===== src/rtl/pwm_multichannel.sv =====
// Multi-channel PWM generator sharing one counter.
// Supports a programmable period, edge- or centre-aligned counting and
// per-channel polarity inversion. Every setting is copied into a shadow
// register only at a period boundary or on a synchronous restart, so a
// period already in progress is never disturbed by input changes.
module pwm_multichannel #(
    parameter int PWM_IN_SIZE = 10,
    parameter int NUM_CH      = 4
) (
    input  logic                          clk_in,
    input  logic                          reset_n_in,
    input  logic                          CE_in,
    input  logic                          synch_reset_in,
    input  logic                          mode_in,
    input  logic [PWM_IN_SIZE-1:0]        period_in,
    input  logic [NUM_CH*PWM_IN_SIZE-1:0] duty_in,
    input  logic [NUM_CH-1:0]             invert_in,
    output logic [NUM_CH-1:0]             PWM_out,
    output logic                          period_tick_out,
    output logic [PWM_IN_SIZE-1:0]        count_out
);

    localparam int W = PWM_IN_SIZE;
    localparam logic [W-1:0] ZERO = {W{1'b0}};
    localparam logic [W-1:0] ONE  = {{(W-1){1'b0}}, 1'b1};

    typedef enum logic {
        DIR_UP   = 1'b0,
        DIR_DOWN = 1'b1
    } dir_e;

    // Live state
    logic [W-1:0]        count_q, count_d;
    dir_e                dir_q, dir_d;
    logic [NUM_CH-1:0]   pwm_q, pwm_d;
    logic                tick_q, tick_d;

    // Shadow copies of the settings used by the running period
    logic [W-1:0]        top_q, top_d;
    logic                mode_q, mode_d;
    logic [NUM_CH*W-1:0] duty_q, duty_d;
    logic [NUM_CH-1:0]   inv_q, inv_d;

    // Counter step results, valid when a CE tick occurs
    logic                centre_s;
    logic [W-1:0]        step_count_s;
    dir_e                step_dir_s;
    logic                boundary_s;
    logic [NUM_CH-1:0]   cmp_s;

    // Work out the next count, direction and whether this tick closes a period.
    // The >= / <= comparisons keep the counter self-recovering should it ever
    // hold a value outside the current range.
    always_comb begin
        centre_s     = mode_q & (top_q != ZERO);
        step_count_s = count_q;
        step_dir_s   = dir_q;
        boundary_s   = 1'b0;
        if (!centre_s) begin
            step_dir_s = DIR_UP;
            if (count_q >= top_q) begin
                boundary_s   = 1'b1;
                step_count_s = ZERO;
            end else begin
                step_count_s = count_q + ONE;
            end
        end else begin
            case (dir_q)
                DIR_UP: begin
                    if (count_q >= top_q) begin
                        step_count_s = top_q - ONE;
                        // With TOP=1 the downward slope is empty: turning at the top is the boundary.
                        if (top_q == ONE) begin
                            boundary_s = 1'b1;
                            step_dir_s = DIR_UP;
                        end else begin
                            step_dir_s = DIR_DOWN;
                        end
                    end else begin
                        step_count_s = count_q + ONE;
                    end
                end
                DIR_DOWN: begin
                    if (count_q <= ONE) begin
                        boundary_s   = 1'b1;
                        step_count_s = ZERO;
                        step_dir_s   = DIR_UP;
                    end else begin
                        step_count_s = count_q - ONE;
                    end
                end
                default: begin
                    boundary_s   = 1'b1;
                    step_count_s = ZERO;
                    step_dir_s   = DIR_UP;
                end
            endcase
        end
    end

    // Per-channel duty compare against the pre-update count, then polarity
    always_comb begin
        cmp_s = {NUM_CH{1'b0}};
        for (int i = 0; i < NUM_CH; i++) begin
            cmp_s[i] = (count_q < duty_q[i*W +: W]) ^ inv_q[i];
        end
    end

    // Next-state selection: restart beats count enable; idle cycles hold state
    always_comb begin
        count_d = count_q;
        dir_d   = dir_q;
        pwm_d   = pwm_q;
        tick_d  = 1'b0;
        top_d   = top_q;
        mode_d  = mode_q;
        duty_d  = duty_q;
        inv_d   = inv_q;
        if (synch_reset_in) begin
            count_d = ZERO;
            dir_d   = DIR_UP;
            pwm_d   = {NUM_CH{1'b0}};
            tick_d  = 1'b0;
            top_d   = period_in;
            mode_d  = mode_in;
            duty_d  = duty_in;
            inv_d   = invert_in;
        end else if (CE_in) begin
            count_d = step_count_s;
            dir_d   = step_dir_s;
            pwm_d   = cmp_s;
            tick_d  = boundary_s;
            if (boundary_s) begin
                top_d  = period_in;
                mode_d = mode_in;
                duty_d = duty_in;
                inv_d  = invert_in;
            end else begin
                top_d  = top_q;
                mode_d = mode_q;
                duty_d = duty_q;
                inv_d  = inv_q;
            end
        end else begin
            tick_d = 1'b0;
        end
    end

    // State registers with asynchronous clear
    always_ff @(posedge clk_in or negedge reset_n_in) begin
        if (!reset_n_in) begin
            count_q <= ZERO;
            dir_q   <= DIR_UP;
            pwm_q   <= {NUM_CH{1'b0}};
            tick_q  <= 1'b0;
            top_q   <= ZERO;
            mode_q  <= 1'b0;
            duty_q  <= {(NUM_CH*W){1'b0}};
            inv_q   <= {NUM_CH{1'b0}};
        end else begin
            count_q <= count_d;
            dir_q   <= dir_d;
            pwm_q   <= pwm_d;
            tick_q  <= tick_d;
            top_q   <= top_d;
            mode_q  <= mode_d;
            duty_q  <= duty_d;
            inv_q   <= inv_d;
        end
    end

    assign PWM_out         = pwm_q;
    assign period_tick_out = tick_q;
    assign count_out       = count_q;

endmodule

===== config.mk =====
export PLATFORM = sky130hd
export DESIGN_NAME = pwm_multichannel
export DESIGN_NICKNAME = d
export VERILOG_FILES = /design/src/rtl/pwm_multichannel.sv
export SDC_FILE = /design/constraint.sdc
export NUM_CORES = 1
export LEC_CHECK = 0
export ABC_AREA = 0
export BUFFER_PORTS_ARGS = -buffer_cell sky130_fd_sc_hd__buf_2
export CORE_MARGIN = 2
export CORE_UTILIZATION = 52
export DETAILED_ROUTE_END_ITERATION = 16
export GPL_ROUTABILITY_DRIVEN = 1
export PLACE_DENSITY = 0.76
export SETUP_SLACK_MARGIN = 0.05
export SYNTH_ARGS = -nofsm -noshare
export SYNTH_HDL_FRONTEND = slang
export SYNTH_SLANG_ARGS = --single-unit

===== constraint.sdc =====
create_clock -name clk_in -period 2.62 [get_ports clk_in]
set_clock_uncertainty 0.1 [all_clocks]
set_input_delay 0.524 -clock clk_in [delete_from_list [all_inputs] [get_ports clk_in]]
set_output_delay 0.524 -clock clk_in [all_outputs]
set_load 0.01 [all_outputs]

# --- Word-level counts from Yosys, hierarchy flattened ---
# Cells that the tools add are included.
word_totals:
  reg_bits: 71
  in_bits: 59
  output_inout_bits: 15
  wordCells: 64
op_classes:
  add_sub_neg: 3
  n_lt_le_gt_ge: 6
  n_eq_ne: 1
  mux: 36
  n_bitwise: 6
  reduce_logical: 4
op_table:
  columns: ["cell", "count"]
  rows:
  - ["$mux W40", 3]
  - ["$mux W10", 9]
  - ["$lt A10 B10 Y1", 4]
  - ["$mux W4", 5]
  - ["$pmux W10 S2", 1]
  - ["$sub A10 B1 Y10 const B", 2]
  - ["$mux W1", 16]
  - ["$add A10 B1 Y10 const B", 1]
  - ["$eq A10 B1 Y1 const B", 1]
  - ["$ge A10 B10 Y1", 1]
  - ["$le A10 B1 Y1 const B", 1]
  - ["$reduce_bool A10 Y1", 1]
  - ["$pmux W1 S2", 2]
  - ["$reduce_bool A2 Y1", 2]
  - ["$xor A1 B1 Y1", 4]
  - ["$reduce_and A2 Y1", 1]
  - ["$and A1 B1 Y1", 1]
  - ["$not A1 Y1", 1]

# --- Logic depth before layout (Yosys ltp) ---
logic_depth:
  word_depth: 8
  ltp_mapped: 10
  depth_no_buf: 8

# --- Worst setup path after synthesis ---
# Ideal clock, no wire load.
synth_timing:
  kind: "register to register"
  start: "reg count_q[0] (netlist: count_out[0])"
  end: "reg duty_q[0]"
  setup_ns: 0.127
  t_arrival_ns: 2.559
  required_ns: 2.393
  path_slack_ns: -0.166
  path_stages_with_launch: 11
  n_path_buf: 2
  period_less_slack_ns: 2.786
  cell_sequence: "dfrtp_1 > inv_1 > ha_1 > nand2b_1 > a211o_1 > and3_1 > clkbuf_1 > nor2_1 > o21ai_4 > buf_6 > mux2_1"
synth_between:
  elab_chain_cells: 6
  elab_cells_between_ends: 9
  classes_between: "order compare: 2; mux: 5; reduce/logical: 2"
synth_lines:
  columns: ["item", "line", "rtl"]
  rows:
  - ["start, declared", "33", "logic [W-1:0] count_q, count_d;"]
  - ["start signal, assigned", "161", "count_q <= count_d;"]
  - ["$le A10 B1 Y1 / $ge A10 B10 Y1 (equally long branches)", "84, 61, 70", null]
  - ["$mux W1 (on tied branches)", "84, 70", null]
  - ["$pmux W1 S2", "68", "case (dir_q)"]
  - ["$mux W1 (*)", "59", "if (!centre_s) begin"]
  - ["$reduce_bool A2 Y1 (no source line) (*)", null, null]
  - ["$reduce_and A2 Y1 (no source line) (*)", null, null]
  - ["end signal, assigned", "158", "duty_q <= {(NUM_CH*W){1'b0}};"]
  - ["end signal, assigned", "167", "duty_q <= duty_d;"]
  - ["end, declared", "41", "logic [NUM_CH*W-1:0] duty_q, duty_d;"]
# Every way passes the cells marked *; elsewhere a longest branch is shown, timed or not.
# A chain may end at the register's enable or synchronous reset.

# --- Final worst setup path ---
layout_timing:
  start: "reg top_q[4]"
  end: "reg duty_q[6]"
layout_between:
  elab_chain_cells: 7
  elab_cells_between_ends: 11
  classes_between: "order compare: 1; eq/ne: 1; mux: 5; bitwise: 1; reduce/logical: 3"
layout_lines:
  columns: ["item", "line", "rtl"]
  rows:
  - ["start, declared", "39", "logic [W-1:0] top_q, top_d;"]
  - ["start signal, assigned", "165", "top_q <= top_d;"]
  - ["parallel branches: the longest is 4 deep, another holds $ge A10 B10 Y1", null, null]
  - ["$mux W1 (*)", "59", null]
  - ["$reduce_bool A2 Y1 (no source line) (*)", null, null]
  - ["$reduce_and A2 Y1 (no source line) (*)", null, null]
# Every way passes the cells marked *.

==> metrics.md <==
| Metric | Value |
|---|---|
| Status | complete, no violations |
| Layer with the highest usage | met2 |
| Depth of the CTS H-tree | 3 |
| Syn-to-layout area delta | 20.5% |
| Critical Path Max Stage Delay | 0.48 ns |
| Relative slew slack | 44.2% |
| Crit path required time | 2.75 ns |
| Final worst path period need | 2.50 ns |
| Routing usage on met3 | 4.85% |
| Final wirelength | 12800 um |
| Reg area | 1780 sq um |
| Power per cell area | between 400 and 500 nW/um^2 |
| Setup Viol. Count Final | 0 |
| Worst vdd ir | approximately 0.00034 V |
| Yosys Warn Count | 0 |
| Endpoints failing hold | 0 |
| CTS tree | built |
| WL per Instance | 18.3 um |
| Slowest CP cell | dfrtp_2 |
| Max_cap viols | 0 |
| Fmax | 400 MHz |
| GRT Util Overall | 27.0% |
| Num Clock Sinks | slightly above 70 |
| Setup TNS | 0 ns |
| Core area | 9150 sq um |
| Avg Cell Area, Syn | between 10 and 15 sq um |
| Clock buffer depth | 2 |
| Crit share post-route | 95.5% |
| Num CTS Buffers | 9 |
| Antenna Nets Post-Route | 0 |
| GR Util met1 | roughly 37% |
| Cell Rows | 35 |
| Slew of the pin with the lowest slew margin | 0.837 ns |
| Setup CP Type | reg -> reg |
| Dpl ws | -0.0183 ns |
| Drt initial violations | 243 |
| Worst setup margin | 0.118 ns |
| Fillers | 757 |
| Critical path, cell by cell | nor4_4, nand3_2, o41ai_4, nand2_1, o21ai_4, buf_12, mux2_2 |
| CP Capture Type | register |
| Vias post-DR | 4152 |
| Most frequent cells in the layout | buf_2 (73), dfrtp_1 (67), inv_1 (51) |
| Largest net degree at the start of global routing | 35 |
| Synth Register Bits | 71 |
| Clock Pin Slew Worst Setup and Hold Paths | 0.07 ns |
| Initial antenna violation count | 0 |
| DIE WIDTH | 101 um |
| Total power | between 2 and 3 mW |
| Reg2Reg Depth | 7 |
| Async SR Flop Fraction | 100% |
| Slew Viols, Final | 0 |
| HPWL Detailed | 9890 um |
| Post-synth EDFFs | 0 |
| DRT Pass-1 Iters | 6 |
| Worst EP arrival | 2.63 ns |
| Die Y | slightly above 100 um |
| Fraction of layout cells with a size suffix above 1 | between 20% and 30% |
| Area occupied by multi-input gates | 2860 sq um |
| Seq/Total Area, Yosys | 36.5% |
| Cts-stage hold buffer count | 0 |
| Unrepaired setup endpoints after global routing | true |
| Min-Delay Path Class | in -> async |
| Most common cell after layout, fill and taps aside | buf_2 |
| Top FF cell, synth | dfrtp_1 |
| Final core occ | 64.1% |
| Worst-Skew Late Latency | 0.35 ns |
| Crit path max fanout | 29 |
| GRT Residual Overflow | 0 |
| Root buf cell | clkbuf_8 |
| N_diodes | 0 |
| Post-Syn Nets | approximately 600 |
| DRC | 0 |
| Syn Inst Count | 481 |
| Leak pwr | approximately 2.9 nW |
| Met2 Resource Use GR | 43.2% |
| DIE AREA | 10200 sq um |
| Initial Util | 53.2% |
| Vias in the first global route | 4144 |
| Setup crit start kind | register |
| Number of distinct library cells after synthesis | 60 |
| Buffers on Ports | 73 |
| DR vias/cell | 5.91 |
| Synth Cell Area | just under 5000 sq um |
| Fin nets | 697 |
| Global-route wire length before repair | 21100 um |
| Io pins | 74 |
| GPL Wtd Cong | 0.985 |
cell usage after synthesis, types with 5 or more instances:
| cell | instances | area [sq um] |
|---|---|---|
| mux2_1 | 48 | 541 |
| o211ai_1 | 8 | 60.1 |
| nand2_1 | 24 | 90.1 |
| buf_6 | 5 | 56.3 |
| and2_1 | 6 | 37.5 |
| o21ai_0 | 19 | 95.1 |
| a32o_1 | 5 | 50.1 |
| dfrtp_1 | 71 | 1780 |
| clkbuf_1 | 11 | 41.3 |
| inv_1 | 51 | 191 |
| mux2_2 | 9 | 101 |
| nor3_1 | 11 | 55.1 |
| or3_1 | 5 | 31.3 |
| a21oi_1 | 20 | 100 |
| a21o_1 | 10 | 75.1 |
| nand3_1 | 13 | 65.1 |
| o21a_1 | 8 | 60.1 |
| nor2_1 | 16 | 60.1 |
| a211oi_1 | 9 | 67.6 |
| ha_1 | 51 | 638 |
| or4_1 | 7 | 52.6 |
| nand2b_1 | 6 | 37.5 |
stage by stage:
| step | area, sq um | instances | hold slack, ns |
|---|---|---|---|
| 6_report | 5870 | 702 | 0.173 |
| 5_1_grt | 5870 | 702 | 0.216 |
| 4_1_cts | 5810 | 702 | 0.182 |
| 3_5_place_dp | 5620 | 687 | 0.375 |
| 3_3_place_gp | 5620 | 687 | 0.368 |
| 2_1_floorplan | 4870 | 481 | 0.128 |
power breakdown:
part | internal [mW] | switching, mW | total [mW]
clock | 0.461 | 0.433 | 0.894
sequential | 1.20 | 0.0812 | 1.28
combinational | 0.295 | 0.323 | 0.617
total | 1.96 | 0.837 | 2.79
critical path, delay by kind of cell (launching register included):
kind | cells | cell delay [ns]
buf+inv | 1 | 0.23
mux | 1 | 0.35
simple gates | 3 | 0.68
compound gates | 2 | 0.53
flops | 1 | 0.48
state kept, by name (all words and copies together) (netlist names):
name             cells
top_q               10
inv_q                4
dir_q                1
PWM_out              4
count_out           10
duty_q              40
mode_q               1
period_tick_out      1
layout make-up:
class / count / share of cell area (%)
clock buffer: 10 / 2.34
inverter: 51 / 3.26
clock inverter: 5 / 0.959
timing repair buffer: 112 / 12.1
multi-input combinational: 342 / 48.6
sequential: 71 / 30.4
tap: 111 / 2.37
per-layer routing:
layer / share of wire (%) / wire length, um
met1: 43 / 5520
met4: 2.1 / 270
met2: 48 / 6220
met5: 0 / 0
met3: 6.3 / 811
cells by family after synthesis:
family | count (synthesis) | synth area share [%]
compound gates | 112 | 16.5
xor+xnor | 8 | 1.44
fa+ha+maj | 51 | 13.1
buf+inv | 68 | 6.04
flops | 71 | 36.5
mux | 61 | 14.0
simple gates | 110 | 12.4
what timing repair did:
item,4_1_cts,5_1_grt
endpoints found under the setup margin,55,64
cloned,0,0
setup buffers,0,0
pin swaps,1,3
gates resized for setup,1,14
final timing paths:
kind	slack, ns	start	end
setup / recovery	0.12	top_q[4]	duty_q[6]
hold / removal	0.17	reset_n_in	duty_q[1]
setup reg to reg	0.12	top_q[4]	duty_q[6]
hold reg to reg	0.39	duty_q[16]	duty_q[16]
max in group asynchronous	1.60	reset_n_in	duty_q[11]
min in group clk_in	0.28	duty_in[28]	duty_q[28]
Power figures use the tool's default switching activity.
